**src/rtl/scan_index_gen_pkg.sv**
```systemverilog
// Shared definitions for the scan index generator: state encoding and index width.
package scan_index_gen_pkg;

  localparam int IDX_W = 4;

  typedef enum logic [1:0] {
    S_IDLE  = 2'd0,
    S_BLANK = 2'd1,
    S_DWELL = 2'd2
  } scan_state_t;

endpackage

```
**src/rtl/dwell_timer.sv**
```systemverilog
// Down-counter shared by the BLANK and DWELL intervals; expires when the count reaches zero.
module dwell_timer #(
  parameter int CNT_W = 16
) (
  input  logic             clk,
  input  logic             reset,
  input  logic             load,
  input  logic [CNT_W-1:0] load_val,
  input  logic             en,
  output logic             expired
);

  logic [CNT_W-1:0] count;

  always_ff @(posedge clk or posedge reset) begin
    if (reset) begin
      count <= '0;
    end else if (load) begin
      count <= load_val;
    end else if (en && (count != '0)) begin
      count <= count - CNT_W'(1);
    end
  end

  assign expired = (count == '0);

endmodule

```
**src/rtl/scan_index_gen.sv**
```systemverilog
// Scan index sequencer for a 4-to-16 decoder: blank gap, then a dwell per index,
// in free-run or single-sweep mode, with hold and abort.
module scan_index_gen
  import scan_index_gen_pkg::*;
#(
  parameter int CNT_W = 16,
  parameter int DWELL = 50000,
  parameter int BLANK = 4,
  parameter int LAST  = 15
) (
  input  logic             clk,
  input  logic             reset,
  input  logic             start,
  input  logic             mode,
  input  logic             hold,
  input  logic             stop,
  output logic [IDX_W-1:0] idx,
  output logic             idx_valid,
  output logic             busy,
  output logic             sweep_done
);

  localparam logic [CNT_W-1:0] DWELL_LD = CNT_W'(DWELL - 1);
  localparam logic [CNT_W-1:0] BLANK_LD = CNT_W'((BLANK > 0) ? BLANK - 1 : 0);
  localparam logic [IDX_W-1:0] LAST_IDX = IDX_W'(LAST);

  // Entering a new index goes through BLANK unless blanking is disabled,
  // in which case idx and idx_valid move together straight into DWELL.
  localparam scan_state_t      ENTRY_STATE = (BLANK > 0) ? S_BLANK : S_DWELL;
  localparam logic             ENTRY_VALID = (BLANK > 0) ? 1'b0 : 1'b1;
  localparam logic [CNT_W-1:0] ENTRY_LD    = (BLANK > 0) ? BLANK_LD : DWELL_LD;

  scan_state_t      state, state_n;
  logic [IDX_W-1:0] idx_n;
  logic             valid_n, busy_n, done_n;
  logic             mode_q, mode_n;
  logic             t_load, t_en, t_expired;
  logic [CNT_W-1:0] t_val;

  dwell_timer #(.CNT_W(CNT_W)) u_timer (
    .clk      (clk),
    .reset    (reset),
    .load     (t_load),
    .load_val (t_val),
    .en       (t_en),
    .expired  (t_expired)
  );

  always_ff @(posedge clk or posedge reset) begin
    if (reset) begin
      state      <= S_IDLE;
      idx        <= '0;
      idx_valid  <= 1'b0;
      busy       <= 1'b0;
      sweep_done <= 1'b0;
      mode_q     <= 1'b0;
    end else begin
      state      <= state_n;
      idx        <= idx_n;
      idx_valid  <= valid_n;
      busy       <= busy_n;
      sweep_done <= done_n;
      mode_q     <= mode_n;
    end
  end

  always_comb begin
    state_n = state;
    idx_n   = idx;
    valid_n = idx_valid;
    busy_n  = busy;
    done_n  = 1'b0;
    mode_n  = mode_q;
    t_load  = 1'b0;
    t_val   = '0;
    t_en    = 1'b0;

    if (stop) begin
      state_n = S_IDLE;
      idx_n   = '0;
      valid_n = 1'b0;
      busy_n  = 1'b0;
      t_load  = 1'b1;
    end else begin
      case (state)
        S_IDLE: begin
          if (start) begin
            mode_n  = mode;
            idx_n   = '0;
            busy_n  = 1'b1;
            state_n = ENTRY_STATE;
            valid_n = ENTRY_VALID;
            t_load  = 1'b1;
            t_val   = ENTRY_LD;
          end
        end
        S_BLANK: begin
          if (!hold) begin
            if (t_expired) begin
              state_n = S_DWELL;
              valid_n = 1'b1;
              t_load  = 1'b1;
              t_val   = DWELL_LD;
            end else begin
              t_en = 1'b1;
            end
          end
        end
        S_DWELL: begin
          if (!hold) begin
            if (!t_expired) begin
              t_en = 1'b1;
            end else if ((idx != LAST_IDX) || !mode_q) begin
              idx_n   = (idx == LAST_IDX) ? '0 : idx + IDX_W'(1);
              state_n = ENTRY_STATE;
              valid_n = ENTRY_VALID;
              t_load  = 1'b1;
              t_val   = ENTRY_LD;
            end else begin
              state_n = S_IDLE;
              idx_n   = '0;
              valid_n = 1'b0;
              busy_n  = 1'b0;
              done_n  = 1'b1;
            end
          end
        end
        default: begin
          state_n = S_IDLE;
          idx_n   = '0;
          valid_n = 1'b0;
          busy_n  = 1'b0;
        end
      endcase
    end
  end

endmodule

```
**config.mk**
```make
export PLATFORM = sky130hd
export DESIGN_NAME = scan_index_gen
export DESIGN_NICKNAME = d
export VERILOG_FILES = /design/src/rtl/scan_index_gen_pkg.sv /design/src/rtl/dwell_timer.sv /design/src/rtl/scan_index_gen.sv
export SDC_FILE = /design/constraint.sdc
export NUM_CORES = 1
export LEC_CHECK = 0
export ABC_AREA = 0
export CAP_MARGIN = 40
export CORE_MARGIN = 5
export CORE_UTILIZATION = 60
export CTS_BUF_LIST = sky130_fd_sc_hd__clkbuf_4 sky130_fd_sc_hd__clkbuf_8
export CTS_CLUSTER_SIZE = 28
export DETAILED_ROUTE_END_ITERATION = 16
export HOLD_SLACK_MARGIN = 0.08
export PLACE_DENSITY = 0.93
export SYNTH_ARGS = -nofsm -noshare
export SYNTH_HDL_FRONTEND = slang
export SYNTH_SLANG_ARGS = --single-unit
export TNS_END_PERCENT = 1
```
**constraint.sdc**
```tcl
create_clock -name clk -period 2.7 [get_ports clk]
set_input_delay 0.405 -clock clk [delete_from_list [all_inputs] [get_ports clk]]
set_output_delay 0.405 -clock clk [all_outputs]
set_load 0.005 [all_outputs]
```
Word level (Yosys, flattened, before mapping)
Cells that the tools add are included.

word-level totals
  register bits = 26
  input port bits = 6

operators by class
  $add $sub $neg = 2
  eq/ne operators = 11
  multiplexer cells = 55
  bitwise gates (word level) = 1
  reductions and logical operators = 12

operators by type and width
  kind                   count
  $mux 16                5
  $pmux 16 s3            1
  $mux 1                 28
  $mux 4                 6
  $mux 2                 10
  $ne 3x3->1 const B     6
  $logic_not 16->1       1
  $reduce_bool 16->1     1
  $sub 16x1->16 const B  1
  $pmux 4 s3             1
  $reduce_and 5->1       2
  $pmux 1 s3             3
  $pmux 2 s3             1
  $add 4x1->4 const B    1
  $eq 4x4->1 const B     1
  $ne 4x4->1 const B     1
  $reduce_and 4->1       1
  $reduce_and 3->1       1
  $eq 2x1->1 const B     1
  $eq 2x2->1 const B     1
  $logic_not 2->1        1
  $ne 2x2->1 const B     1
  $reduce_bool 2->1      1
  $reduce_or 2->1        1
  4 further kinds        4

Logic depth before layout (Yosys ltp)
Gate-level depths: netlist of the first run.

  depth after elaboration = 8
  mapped depth = 9
  mapped depth without buffers = 7

Hierarchy
From an unflattened synthesis of the first run, not the netlist that was laid out.

second synthesis, totals
  cell total of the unflattened synthesis = 191
  area, all modules = 1,672.9 um2

by module, submodules not included
  module          times used  cells an instance  area each (um2)
  dwell_timer     1           122                1,034.7
  scan_index_gen  1           69                 638.1

Least setup slack after synthesis of the first run
No wires, ideal clock.

  path type = reg2reg
  start = register u_timer.count[0]
  end = register u_timer.count[2]
  library setup time = 0.121 ns
  arrival time = 2.087 ns
  data required time = 2.579 ns
  setup slack = 0.491 ns
  stages on the path, launching flop included = 10
  buffers on the path = 2
  period minus slack after synthesis = 2.209 ns
  cell sequence = dfrtp_1 > inv_1 > ha_1 > nor4b_1 > nand4_1 > and2_1 > buf_6 > buf_6 > o22a_1 > o22a_1

between the ends
  word-level cells in the longest chain between the ends = 7
  elaborated cells between the ends (all ways) = 21
  classes of those cells = add/sub: 1; mux: 16; reduce/logical: 4

RTL lines
  element                                                RTL line           RTL
  start, declared                                        dwell_timer.sv:13  logic [CNT_W-1:0] count;
  start signal, assigned                                 dwell_timer.sv:19  count <= load_val;
  start signal, assigned                                 dwell_timer.sv:21  count <= count - CNT_W'(1);
  branches (longest 7 deep; another with $sub 16x1->16)  --

Several ways; the timed one is not identified. The select of a mux whose other input is x is not followed.
A chain may end at the register's enable or synchronous reset.

Worst setup path after layout of the first run
  start = register u_timer.count[0]
  end = register u_timer.count[6]

Same word-level chain as after synthesis.

==> impl_metrics.py, run 1 <==
metrics = {
    "sta": {
        "final.period_utilization_pct": 86.8,
        "rsz0062_at_grt": "false",
        "worst_pin_slew_ps": 581,
        "max_freq_mhz": 427,
        "fin_crit_ps": 2340,
        "setup_violations": 0,
        "skew_ps": 3.63,
        "worst_slack_ps": 356,
        "slew_headroom_pct": 61.3,
        "hold_viol": 0,
        "final_max_slew_viol_count": 0,
        "setup-tns-final_ps": 0,
    },
    "yosys": {
        "postSynthAreaPerCell_um2": 9.37,
        "synthesis.nets": 182,
        "ys_ff_latch": 25,
        "synth_edf_count": 0,
        "ys.flop_type": "dfrtp_1",
        "synth_most_common_cell": "dfrtp_1",
        "synth-compound-area-share_pct": 19.7,
        "synth.largest_area_cell": "dfrtp_1",
        "synth-async-reset-ratio_pct": 100,
        "synth_cells": 169,
        "yosysSeqAreaShare_pct": 39.5,
        "synth_mux_area_share_pct": 1.34,
        "synthTopCellsByArea": "dfrtp_1, o22a_1, ha_1",
        "synthesis.area_mm2": 0.00158,
        "synth-adder-area-share_pct": 5.53,
        "synth_top_family_by_area": "simple AND/OR/NAND/NOR gates",
        "synth_common_cells": "dfrtp_1, nor2_1, o22a_1",
        "yosys_warnings": 0,
        "ys_types": 39,
        "synthSimpleGateAreaFrac_pct": 24.4,
        "netlist.area_leader.share_pct": 39.5,
        "synth-xor-area-share_pct": 4.42,
    },
    "floorplanning": {
        "die-area_mm2": 0.00377,
        "start_util_pct": 63.4,
        "boundaryPins": 13,
        "fp-row-count": 18,
        "die_y_um": 61.4,
        "core_area_mm2": 0.00250,
        "die_x_um": 61.4,
    },
    "cts": {
        "post_cts_resized": 0,
        "cts_root_buffer": "clkbuf_4",
        "cts_sinks": 25,
        "htreeDepth": 1,
        "cts_buffers": 3,
        "cts_buffer_depth": 2,
        "clk_pin_slew_worst_paths_ps": 130,
        "postCtsHoldBufs": 0,
        "clkLatencyLatePin_ps": 320,
        "cts_setup_buffers": 0,
        "cts_tree": "built",
    },
    "final_layout": {
        "regArea_um2": 626,
        "area_growth_pct": 12.5,
        "multi_input_area_um2": 877,
        "drive_gt1_share_pct": 8.56,
        "num_antenna_cells": 0,
        "stdcell_count": 217,
        "fin_util_pct": 71.3,
        "fillers": 180,
        "fin_nets": 201,
    },
    "pwr": {
        "power_leakage_nw": 0.848,
        "total_power_w": 0.00162,
        "ir_drop_v": 0.000758,
        "p_per_area_mw_per_mm2": 912,
    },
    "routing": {
        "routed_wl_um": 3590,
        "detail_route.iter0.violations": 104,
        "vias_per_cell": 6.60,
        "ant_nets": 0,
        "drt-pass1-iter-count": 4,
        "route.vias.total": 1433,
        "wl_per_cell_um": 16.6,
        "route.detailed.drc": 0,
    },
    "setup_path": {
        "crit_fanout": 21,
        "cp.required_ps": 2920,
        "endpoint_kind": "flop",
        "crit_arrival_ps": 2570,
        "path_class": "flop to flop",
        "start_kind": "flop",
    },
    "placement": {
        "dp.cells": 213,
        "gp_congestion": 0.929,
        "portBuffers": 12,
        "place_ws_ps": 300,
        "dpl.hpwl_um": 2580,
    },
    "global_route": {
        "grt_max_degree": 26,
        "track_usage_pct": 21.8,
        "grt_pass1_vias": 1397,
        "grt_antenna_before_repair": 0,
        "grt_pass1_wl_um": 6150,
        "gr-total-overflow": 0,
    },
    "worst_hold_path": {
        "hp-class": "primary input to asynchronous set/reset pin",
    },
    "job": {
        "max-cap-violations": 0,
    },
    "status": {
        "outcome": "finished, final reports clean",
    },
}
-- registers in the layout, summed over array words and instances, names as in the netlist --
| name | count |
|---|---|
| idx | 4 |
| idx_valid | 1 |
| mode_q | 1 |
| sweep_done | 1 |
| u_timer.count | 16 |
| busy | 1 |
| state | 1 |
-- final timing paths --
path                                         from                 to  slack (ps)  cells past startpoint
worst max register to register   u_timer.count[0]   u_timer.count[6]         360                      9
worst min register to register  u_timer.count[14]  u_timer.count[14]         550                      1
worst max-delay path             u_timer.count[0]   u_timer.count[6]         360                      9
worst min-delay path                        reset  u_timer.count[13]         410                      3
max in group asynchronous                   reset   u_timer.count[1]        2050                      3
min in group clk                u_timer.count[14]  u_timer.count[14]         550                      1
-- metrics by stage --
stage	hold WS (ps)	cell area (µm²)
detailed placement	514	1750
CTS	420	1780
global route	426	1780
global placement	507	1750
finish	411	1780
floorplan	432	1580
-- cells by family (layout without fill, tap and decap cells) --
group,count (synthesis),count (layout)
fa+ha+maj,7,7
buf+inv,15,33
flops,25,25
simple gates,67,67
xor+xnor,8,8
mux,2,2
compound gates,45,45
-- cell type report --
cell class	count	area share, %
clock buffers	3	1.26
clock inverters	1	0.281
inverters	9	1.90
multi-input cells	129	49.2
flip-flops and latches	25	35.1
well taps	30	2.11
repair buffers	20	10.1
-- metal layers --
| metal | GRT usage, % | part of all wire (%) | up-vias | wire, µm |
|---|---|---|---|---|
| li1 | - | - | 668 | - |
| met1 | 26.7 | 42 | 685 | 1490 |
| met2 | 36.7 | 50 | 71 | 1790 |
| met3 | 3.14 | 6.6 | 9 | 236 |
| met4 | 12.7 | 2.1 | 0 | 74 |
| met5 | 0 | 0 | - | 0 |
-- power breakdown --
group / internal, W / total, W / switching [W]
Combinational: 0.000408 / 0.000893 / 0.000485
Clock: 0.0000556 / 0.000166 / 0.000110
Sequential: 0.000459 / 0.000565 / 0.000106
-- critical path, cell delays in order (launching register included) --
cell      delay, ps
dfrtp_1         450
inv_1           110
ha_1            150
nor4b_1         220
buf_4           170
nand4_1         180
a222oi_1        330
buf_4           300
a31oi_1          80
o22a_1          240
-- layout by cell type, fill, tap and decap left out, types with 2 or more instances in the layout --
cell / netlist / final
clkbuf_4: 0 / 3
xor2_1: 4 / 4
a21oi_1: 8 / 8
ha_1: 7 / 7
a21o_1: 2 / 2
xnor2_1: 4 / 4
nand3_1: 7 / 7
nor2_1: 15 / 15
nor4_1: 7 / 7
nand2_1: 6 / 6
nor3b_1: 3 / 3
o21ai_0: 8 / 8
clkdlybuf4s50_1: 0 / 12
a31oi_1: 7 / 7
and3_1: 2 / 2
inv_1: 9 / 9
nor3_1: 6 / 6
or4_1: 2 / 2
nand2b_1: 4 / 4
o31ai_1: 2 / 2
o22a_1: 14 / 14
or3_1: 3 / 3
buf_4: 0 / 8
dfrtp_1: 25 / 25
nand4_1: 4 / 4
(Power assumes the default switching activity.)
==> run 2, diff against run 1 <==
--- a/config.mk
+++ b/config.mk
@@ -13,6 +13,7 @@
 export CTS_CLUSTER_SIZE = 28
 export DETAILED_ROUTE_END_ITERATION = 16
 export HOLD_SLACK_MARGIN = 0.08
+export MAX_ROUTING_LAYER = met4
 export PLACE_DENSITY = 0.93
 export SYNTH_ARGS = -nofsm -noshare
 export SYNTH_HDL_FRONTEND = slang
==> impl_metrics.py, run 2 (synthesis gave the netlist of run 1 again) <==
metrics = {
    "sta": {
        "worst_slack_ps": 361,
        "slew_headroom_pct": 61.3,
        "worst_pin_slew_ps": 580,
        "fin_crit_ps": 2340,
        "rsz0062_at_grt": "false",
        "final_max_slew_viol_count": 0,
        "setup_violations": 0,
        "setup-tns-final_ps": 0,
        "max_freq_mhz": 427,
        "final.period_utilization_pct": 86.6,
        "hold_viol": 0,
        "hold_ws_ps": 410,
        "skew_ps": 4.02,
    },
    "setup_path": {
        "r2r_end": "u_timer.count[6]",
        "reg2regPathDepth": 9,
        "crit_arrival_ps": 2560,
        "endpoint_kind": "flop",
        "crit_fanout": 21,
        "cp.required_ps": 2920,
        "r2r-start": "u_timer.count[0]",
        "start_kind": "flop",
        "path_class": "flop to flop",
        "r2r_slack_ps": 360,
    },
    "cts": {
        "cts_setup_buffers": 0,
        "postCtsHoldBufs": 0,
        "clkLatencyLatePin_ps": 320,
        "clk_pin_slew_worst_paths_ps": 130,
        "cts_root_buffer": "clkbuf_4",
        "cts_buffers": 3,
        "htreeDepth": 1,
        "cts_sinks": 25,
        "cts_tree": "built",
        "cts_buffer_depth": 2,
        "post_cts_resized": 0,
    },
    "routing": {
        "detail_route.iter0.violations": 108,
        "vias_per_cell": 6.54,
        "ant_nets": 0,
        "routed_wl_um": 3600,
        "route.vias.total": 1419,
        "drt-pass1-iter-count": 4,
        "wl_per_cell_um": 16.6,
        "route.detailed.drc": 0,
    },
    "job": {
        "max-cap-violations": 0,
    },
    "floorplanning": {
        "start_util_pct": 63.4,
        "fp-row-count": 18,
        "boundaryPins": 13,
        "core_area_mm2": 0.00250,
        "die_x_um": 61.4,
        "die-area_mm2": 0.00377,
        "die_y_um": 61.4,
    },
    "final_layout": {
        "drive_gt1_share_pct": 8.56,
        "fin_nets": 201,
        "final_common_cell": "dfrtp_1",
        "reg.largest.list": "u_timer.count (16), idx (4)",
        "multi_input_area_um2": 877,
        "num_antenna_cells": 0,
        "fillers": 180,
        "layout_common_cells": "dfrtp_1, nor2_1, o22a_1, clkdlybuf4s50_1, inv_1",
        "stdcell_count": 217,
        "area_growth_pct": 12.5,
        "largest_register_ffs": 16,
        "regArea_um2": 626,
        "regMostFlops": "u_timer.count",
    },
    "global_route": {
        "grt_use_met1_pct": 26.8,
        "grt_max_degree": 26,
        "grt_pass1_vias": 1396,
        "track_usage_pct": 22.6,
        "busiest_layer": "met2",
        "gr-total-overflow": 0,
        "grt_antenna_before_repair": 0,
        "grt_pass1_wl_um": 6180,
        "grt_use_met2_pct": 36.7,
        "grt_use_met3_pct": 3.14,
    },
    "worst_hold_path": {
        "hp-class": "primary input to asynchronous set/reset pin",
    },
    "status": {
        "outcome": "finished, final reports clean",
    },
    "placement": {
        "dpl.hpwl_um": 2580,
        "dp.cells": 213,
        "gp_congestion": 0.945,
        "portBuffers": 12,
        "place_ws_ps": 300,
    },
    "pwr": {
        "power_leakage_nw": 0.848,
        "ir_drop_v": 0.000756,
        "p_per_area_mw_per_mm2": 913,
    },
}
-- run 2: cell counts in the layout (fill, tap and decap cells not counted) --
No cell type changed its count.
-- run 2: worst max path at each step --
stage | start | to | slack, ps | cells after the start
final | u_timer.count[0] | u_timer.count[6] | 360 | 9
after global routing | u_timer.count[0] | u_timer.count[6] | 210 | 9
after CTS | u_timer.count[0] | u_timer.count[6] | 380 | 9
after detailed placement | stop | u_timer.count[6] | 300 | 5
after global placement | hold | u_timer.count[14] | 410 | 7
after floorplan | u_timer.count[0] | u_timer.count[2] | 490 | 9
-- run 2: routing by layer --
metal | routed length, µm | part of all wire, %
met1 | 1550 | 43
met2 | 1780 | 49
met3 | 196 | 5.4
met4 | 74 | 2.1
met5 | 0 | 0
-- run 2: worst max-delay path, stage by stage, from the launching register on --
cell and delay, ps:
dfrtp_1 450, inv_1 110, ha_1 150, nor4b_1 220, buf_4 170, nand4_1 180, a222oi_1 330, buf_4 300
a31oi_1 80, o22a_1 240
-- run 2: cell type report --
cell class                 instances  area share [%]
sequential                        25            35.1
clock inverter                     1           0.281
timing repair buffer              20            10.1
multi-input combinational        129            49.2
tap                               30            2.11
inverter                           9            1.90
clock buffer                       3            1.26
-- run 2: power breakdown --
group	internal [W]	leakage [nW]	switching, W	total [W]
clock network	0.0000556	0.0177	0.000110	0.000166
registers	0.000459	0.338	0.000106	0.000565
logic	0.000408	0.493	0.000487	0.000895
-- run 2: stage by stage --
step,utilization (%),total power (W),area (µm²)
floorplan,-,0.00119,1580
global placement,70.2,0.00138,1750
detailed placement,70.2,0.00144,1750
CTS,71.3,0.00161,1780
global route,71.3,0.00175,1780
finish,71.3,0.00163,1780
==> run 3, diff against run 2 <==
--- a/config.mk
+++ b/config.mk
@@ -6,6 +6,7 @@
 export NUM_CORES = 1
 export LEC_CHECK = 0
 export ABC_AREA = 0
+export ABC_CLOCK_PERIOD_IN_PS = 2700
 export CAP_MARGIN = 40
 export CORE_MARGIN = 5
 export CORE_UTILIZATION = 60
==> results of run 3 <==
Same layout as run 2: the final DEF is identical, and so are final timing and power.
==> patch 1: new RTL, flow settings as in run 2 <==
`CNT_W` is set to 16 in 2 places; all go to 32.
--- a/src/rtl/dwell_timer.sv
+++ b/src/rtl/dwell_timer.sv
@@ -1,5 +1,5 @@
 // Down-counter shared by the BLANK and DWELL intervals; expires when the count reaches zero.
 module dwell_timer #(
-  parameter int CNT_W = 16
+  parameter int CNT_W = 32
 ) (
   input  logic             clk,
--- a/src/rtl/scan_index_gen.sv
+++ b/src/rtl/scan_index_gen.sv
@@ -4,5 +4,5 @@
   import scan_index_gen_pkg::*;
 #(
-  parameter int CNT_W = 16,
+  parameter int CNT_W = 32,
   parameter int DWELL = 50000,
   parameter int BLANK = 4,
Function: same outputs for any inputs over 10 cycles, from zero or initial values and one cycle with reset high; that may be too few to reach the edited logic, so the function may still have changed.
==> patch 1 against run 2 <==
- global-route usage grew 2.7 points
- setup slack lost 300 ps
- first-iteration DRC count grew 120%
- power grew to 2.7 times the old value
- synthesized cell count grew 57%
- synthesized area grew 62%
- hold slack gained 100 ps
- sequential cell count grew 17
- routed wire length grew 83%
- cell area grew 71%
- critical path type unchanged
- critical endpoint is now u_timer.count[15]
- largest cell class unchanged
- largest power group unchanged
==> patch 1: results <==
[global_routing]
grt_use_total_pct = 25.3
grt_pass1_wl_microns = 10800
grt_pass1_vias = 2423
grt_max_degree = 43
antenna_found_initial = 0

[clock_network]
cts-htree-levels = 2
cts_made_buffers = 5
clk_latency_ps = 300
cts.root.buffer_cell = clkbuf_8
path_clk_slew_ps = 90
cts_buffer_depth = 2

[synth]
ys_seq_area_share_pct = 40.9
synth_area_leaders = dfrtp_1 41%, a21oi_1 5.5%, or4_1 4.4%
synth_common_cells = 42 x dfrtp_1, 28 x a21oi_1, 16 x or3_1, 15 x or4_1, 13 x o31ai_1
synth_warnings = 0
syn_nets = 280
postSynth.asyncResetShare_pct = 100
ys_types = 54

[timing]
fin_skew_ps = 10.8
slew_headroom_pct = 61.1

[cells_and_area]
drive_gt1_share_pct = 23.0
fill_cells = 273
reg_top3 = u_timer.count (32), idx (4), state (2)
fin_nets = 309
num_antenna_cells = 0

[drt]
vias_per_cell = 6.90
dr.pass1.iters = 5
drt_iter0_markers = 233
drt_wl_total_microns = 6580
drc = 0

[critical_path]
worstPathArrival_ps = 2870
critPathMaxStageDelay_ps = 660
cp_max_fo = 9
critPathSlowestCell = or4b_4

[min_path]
hp-class = flop to flop

[place]
hpwl_microns = 4430
gp_congestion = 0.868
io_buffers = 12

[power]
ir_worst_vdd_mv = 0.999
swShare_pct = 47.9
p_leak_nw = 1.32

[outcome]
status = finished clean
## patch 1: changes by cell type in the layout (fill, tap and decap cells not counted), sizes merged, moves of 4 or more
cell,run 2,this run
nand2,6,11
clkbuf,3,7
o41ai,0,6
or2,0,8
dfrtp,25,42
o22a,14,0
a21oi,8,28
buf,8,27
or4,2,16
or3,3,16
nor2,15,7
o31ai,2,13
## patch 1: stage by stage
step	cells	TNS [ps]	area, sq um	util, %	worst slack [ps]
floorplan	266	0	2590	-	26.0
global placement	337	-6.18	2890	70.7	-6.18
detailed placement	337	-276	2890	70.7	-106
CTS	345	0	3000	73.5	14.6
global route	346	-95.5	3040	74.5	-29.5
finish	346	0	3040	74.5	59.5
## patch 1: cells by family (layout without fill, tap and decap cells)
kind of cell	Yosys count	after routing	share of synthesized area, %
adder cells (fa/ha/maj)	8	8	3.89
AND/OR/NAND/NOR	96	96	24.1
flip-flops	42	42	40.9
AO/OA/AOI/OAI	86	86	23.0
multiplexers	4	4	1.75
XOR/XNOR	5	5	1.70
buffers and inverters	25	55	4.72
## patch 1: layout make-up
type	instances	area [sq um]	share of cell area, %
clock buffers	7	83.8	2.75
clock inverters	1	30.0	0.987
inverters	8	30.0	0.987
flip-flops and latches	42	1050	34.6
multi-input cells	199	1440	47.2
well taps	50	62.6	2.06
repair buffers	39	348	11.4
## patch 1: metal layers
metal	vias up	GRT usage [%]	wire, microns	part of all wire (%)
met5	-	-	0	0
met4	0	9.51	179	2.7
met3	20	4.62	313	4.8
met2	101	42.8	3390	51
met1	1167	29.9	2700	41
li1	1099	-	-	-
## patch 1: worst paths after layout
check                           slack, ps  cells past startpoint                 to        startpoint
worst max-delay path                   60                      5  u_timer.count[15]  u_timer.count[3]
worst min-delay path                  510                      1          idx_valid         idx_valid
worst max register to register         60                      5  u_timer.count[15]  u_timer.count[3]
worst min register to register        510                      1          idx_valid         idx_valid
max in group asynchronous            1760                      3           state[0]             reset
min in group asynchronous             540                      3  u_timer.count[11]             reset
## patch 1: repair_timing
item,CTS,global route
resized for setup,0,7
endpoints found under the setup margin,0,14
buffers inserted,0,1
## patch 1: power by group through the flow
stage | sequential (mW) | clock, mW | combinational [mW]
after global placement | 0.889 | 0 | 2.61
after CTS | 0.887 | 0.522 | 2.74
final | 0.894 | 0.517 | 2.91
after floorplan | 0.869 | 0 | 1.82
after detailed placement | 0.898 | 0 | 2.70
after global routing | 0.911 | 0.549 | 3.14
## patch 1: worst max-delay path, delay by kind of cell (launching register included)
family	cells	cell delay [ps]
compound gates	2	310
flops	1	410
simple gates	3	1840
==> patch 2: new RTL, settings of run 2 <==
Without the edit above. Register the inputs `start`, `mode`, `hold` and `stop` before use, with the module's reset. The logic sees them one clock later.
--- a/src/rtl/scan_index_gen.sv
+++ b/src/rtl/scan_index_gen.sv
@@ -30,4 +30,23 @@
   localparam logic             ENTRY_VALID = (BLANK > 0) ? 1'b0 : 1'b1;
   localparam logic [CNT_W-1:0] ENTRY_LD    = (BLANK > 0) ? BLANK_LD : DWELL_LD;
+
+  logic start_q;
+  logic mode_r;
+  logic hold_q;
+  logic stop_q;
+
+  always_ff @(posedge clk or posedge reset) begin
+    if (reset) begin
+      start_q <= '0;
+      mode_r  <= '0;
+      hold_q  <= '0;
+      stop_q  <= '0;
+    end else begin
+      start_q <= start;
+      mode_r  <= mode;
+      hold_q  <= hold;
+      stop_q  <= stop;
+    end
+  end
 
   scan_state_t      state, state_n;
@@ -76,5 +95,5 @@
     t_en    = 1'b0;
 
-    if (stop) begin
+    if (stop_q) begin
       state_n = S_IDLE;
       idx_n   = '0;
@@ -85,6 +104,6 @@
       case (state)
         S_IDLE: begin
-          if (start) begin
-            mode_n  = mode;
+          if (start_q) begin
+            mode_n  = mode_r;
             idx_n   = '0;
             busy_n  = 1'b1;
@@ -96,5 +115,5 @@
         end
         S_BLANK: begin
-          if (!hold) begin
+          if (!hold_q) begin
             if (t_expired) begin
               state_n = S_DWELL;
@@ -108,5 +127,5 @@
         end
         S_DWELL: begin
-          if (!hold) begin
+          if (!hold_q) begin
             if (!t_expired) begin
               t_en = 1'b1;
Function: changed (Yosys sat finds a counterexample within 4 cycles, from zero or initial values and one cycle with reset high).
==> patch 2 against run 2 <==
- sequential power grew 12%
- synthesized area grew 12%
- setup slack lost 62 ps
- routed wire length grew 1.5%
- synthesized cell count grew 5.3%
- largest power group unchanged
- sequential cell count grew 4
- cell area grew 10%
- power grew 10%
==> patch 2: results <==
[power]
combPwrFrac_pct = 49.6
p_leak_nw = 0.865
p_int_mw = 1.05
ir_worst_vdd_mv = 0.458
swShare_pct = 41.6

[timing]
fin_skew_ps = 6.35
slew_headroom_pct = 72.2

[synth]
synth_compound_area_share_pct = 15.7
yosys.area_share.adder_pct = 4.92
synth_area_leaders = dfrtp_1 41%, ha_1 4.9%, xor2_1 4.4%
synth_warnings = 0
synth_common_cells = 29 x dfrtp_1, 17 x nor2_1, 11 x nand2_1, 9 x xor2_1
ys_types = 45
syn_nets = 191
synthXorXnorAreaFrac_pct = 4.92

[critical_path]
worstPathArrival_ps = 2610
r2r_slack_ps = 300
cp_max_fo = 20
rr_worst_depth = 8
r2r_end = u_timer.count[8]
critPathMaxStageDelay_ps = 470

[clock_network]
cts-htree-levels = 2
clk_latency_ps = 330
path_clk_slew_ps = 80
cts.root.buffer_cell = clkbuf_4
cts_made_buffers = 5

[cells_and_area]
nMultiInputCombCells = 133
clkbuf_count = 8
ff_latch_area_sq_um = 726
multi_input_area_share_pct = 49.1
buffer_area_share_pct = 7.28
fin_nets = 205
fill_cells = 201
drive_gt1_share_pct = 16.1
final-clk-cell-share_pct = 3.07
n_all_inverters = 8

[drt]
dr.pass1.iters = 4
drt_iter0_markers = 92
drt_wl_total_microns = 3650
vias = 1486

[outcome]
status = finished clean

[min_path]
hp-class = input port to async pin

[global_routing]
grt_max_degree = 30
grt_pass1_vias = 1417
grt_pass1_wl_microns = 6670
grt_use_total_pct = 21.2
==> patch 2: through the flow <==
| stage | cells | hold WS (ps) | instance area (sq um) | setup slack (ps) |
|---|---|---|---|---|
| 2_1_floorplan | 178 | 436 | 1780 | 629 |
| 3_3_place_gp | 216 | 459 | 1900 | 525 |
| 3_5_place_dp | 216 | 471 | 1900 | 342 |
| 4_1_cts | 224 | 444 | 1960 | 326 |
| 5_1_grt | 224 | 474 | 1960 | 150 |
| 6_report | 224 | 429 | 1960 | 299 |
==> patch 2: cell families (layout without fill, tap and decap cells) <==
kind of cell    Yosys count  count (layout)
mux                       3               3
xor+xnor                 10              10
fa+ha+maj                 7               7
buf+inv                  16              31
flops                    29              29
simple gates             73              73
compound gates           40              40
==> patch 2: routing by layer <==
metal / vias up / GRT usage (%) / routed length, microns
met4: 0 / 10.0 / 106
met1: 726 / 26.7 / 1560
li1: 694 / - / -
met2: 50 / 31.2 / 1790
met5: - / - / 0
met3: 16 / 6.74 / 192
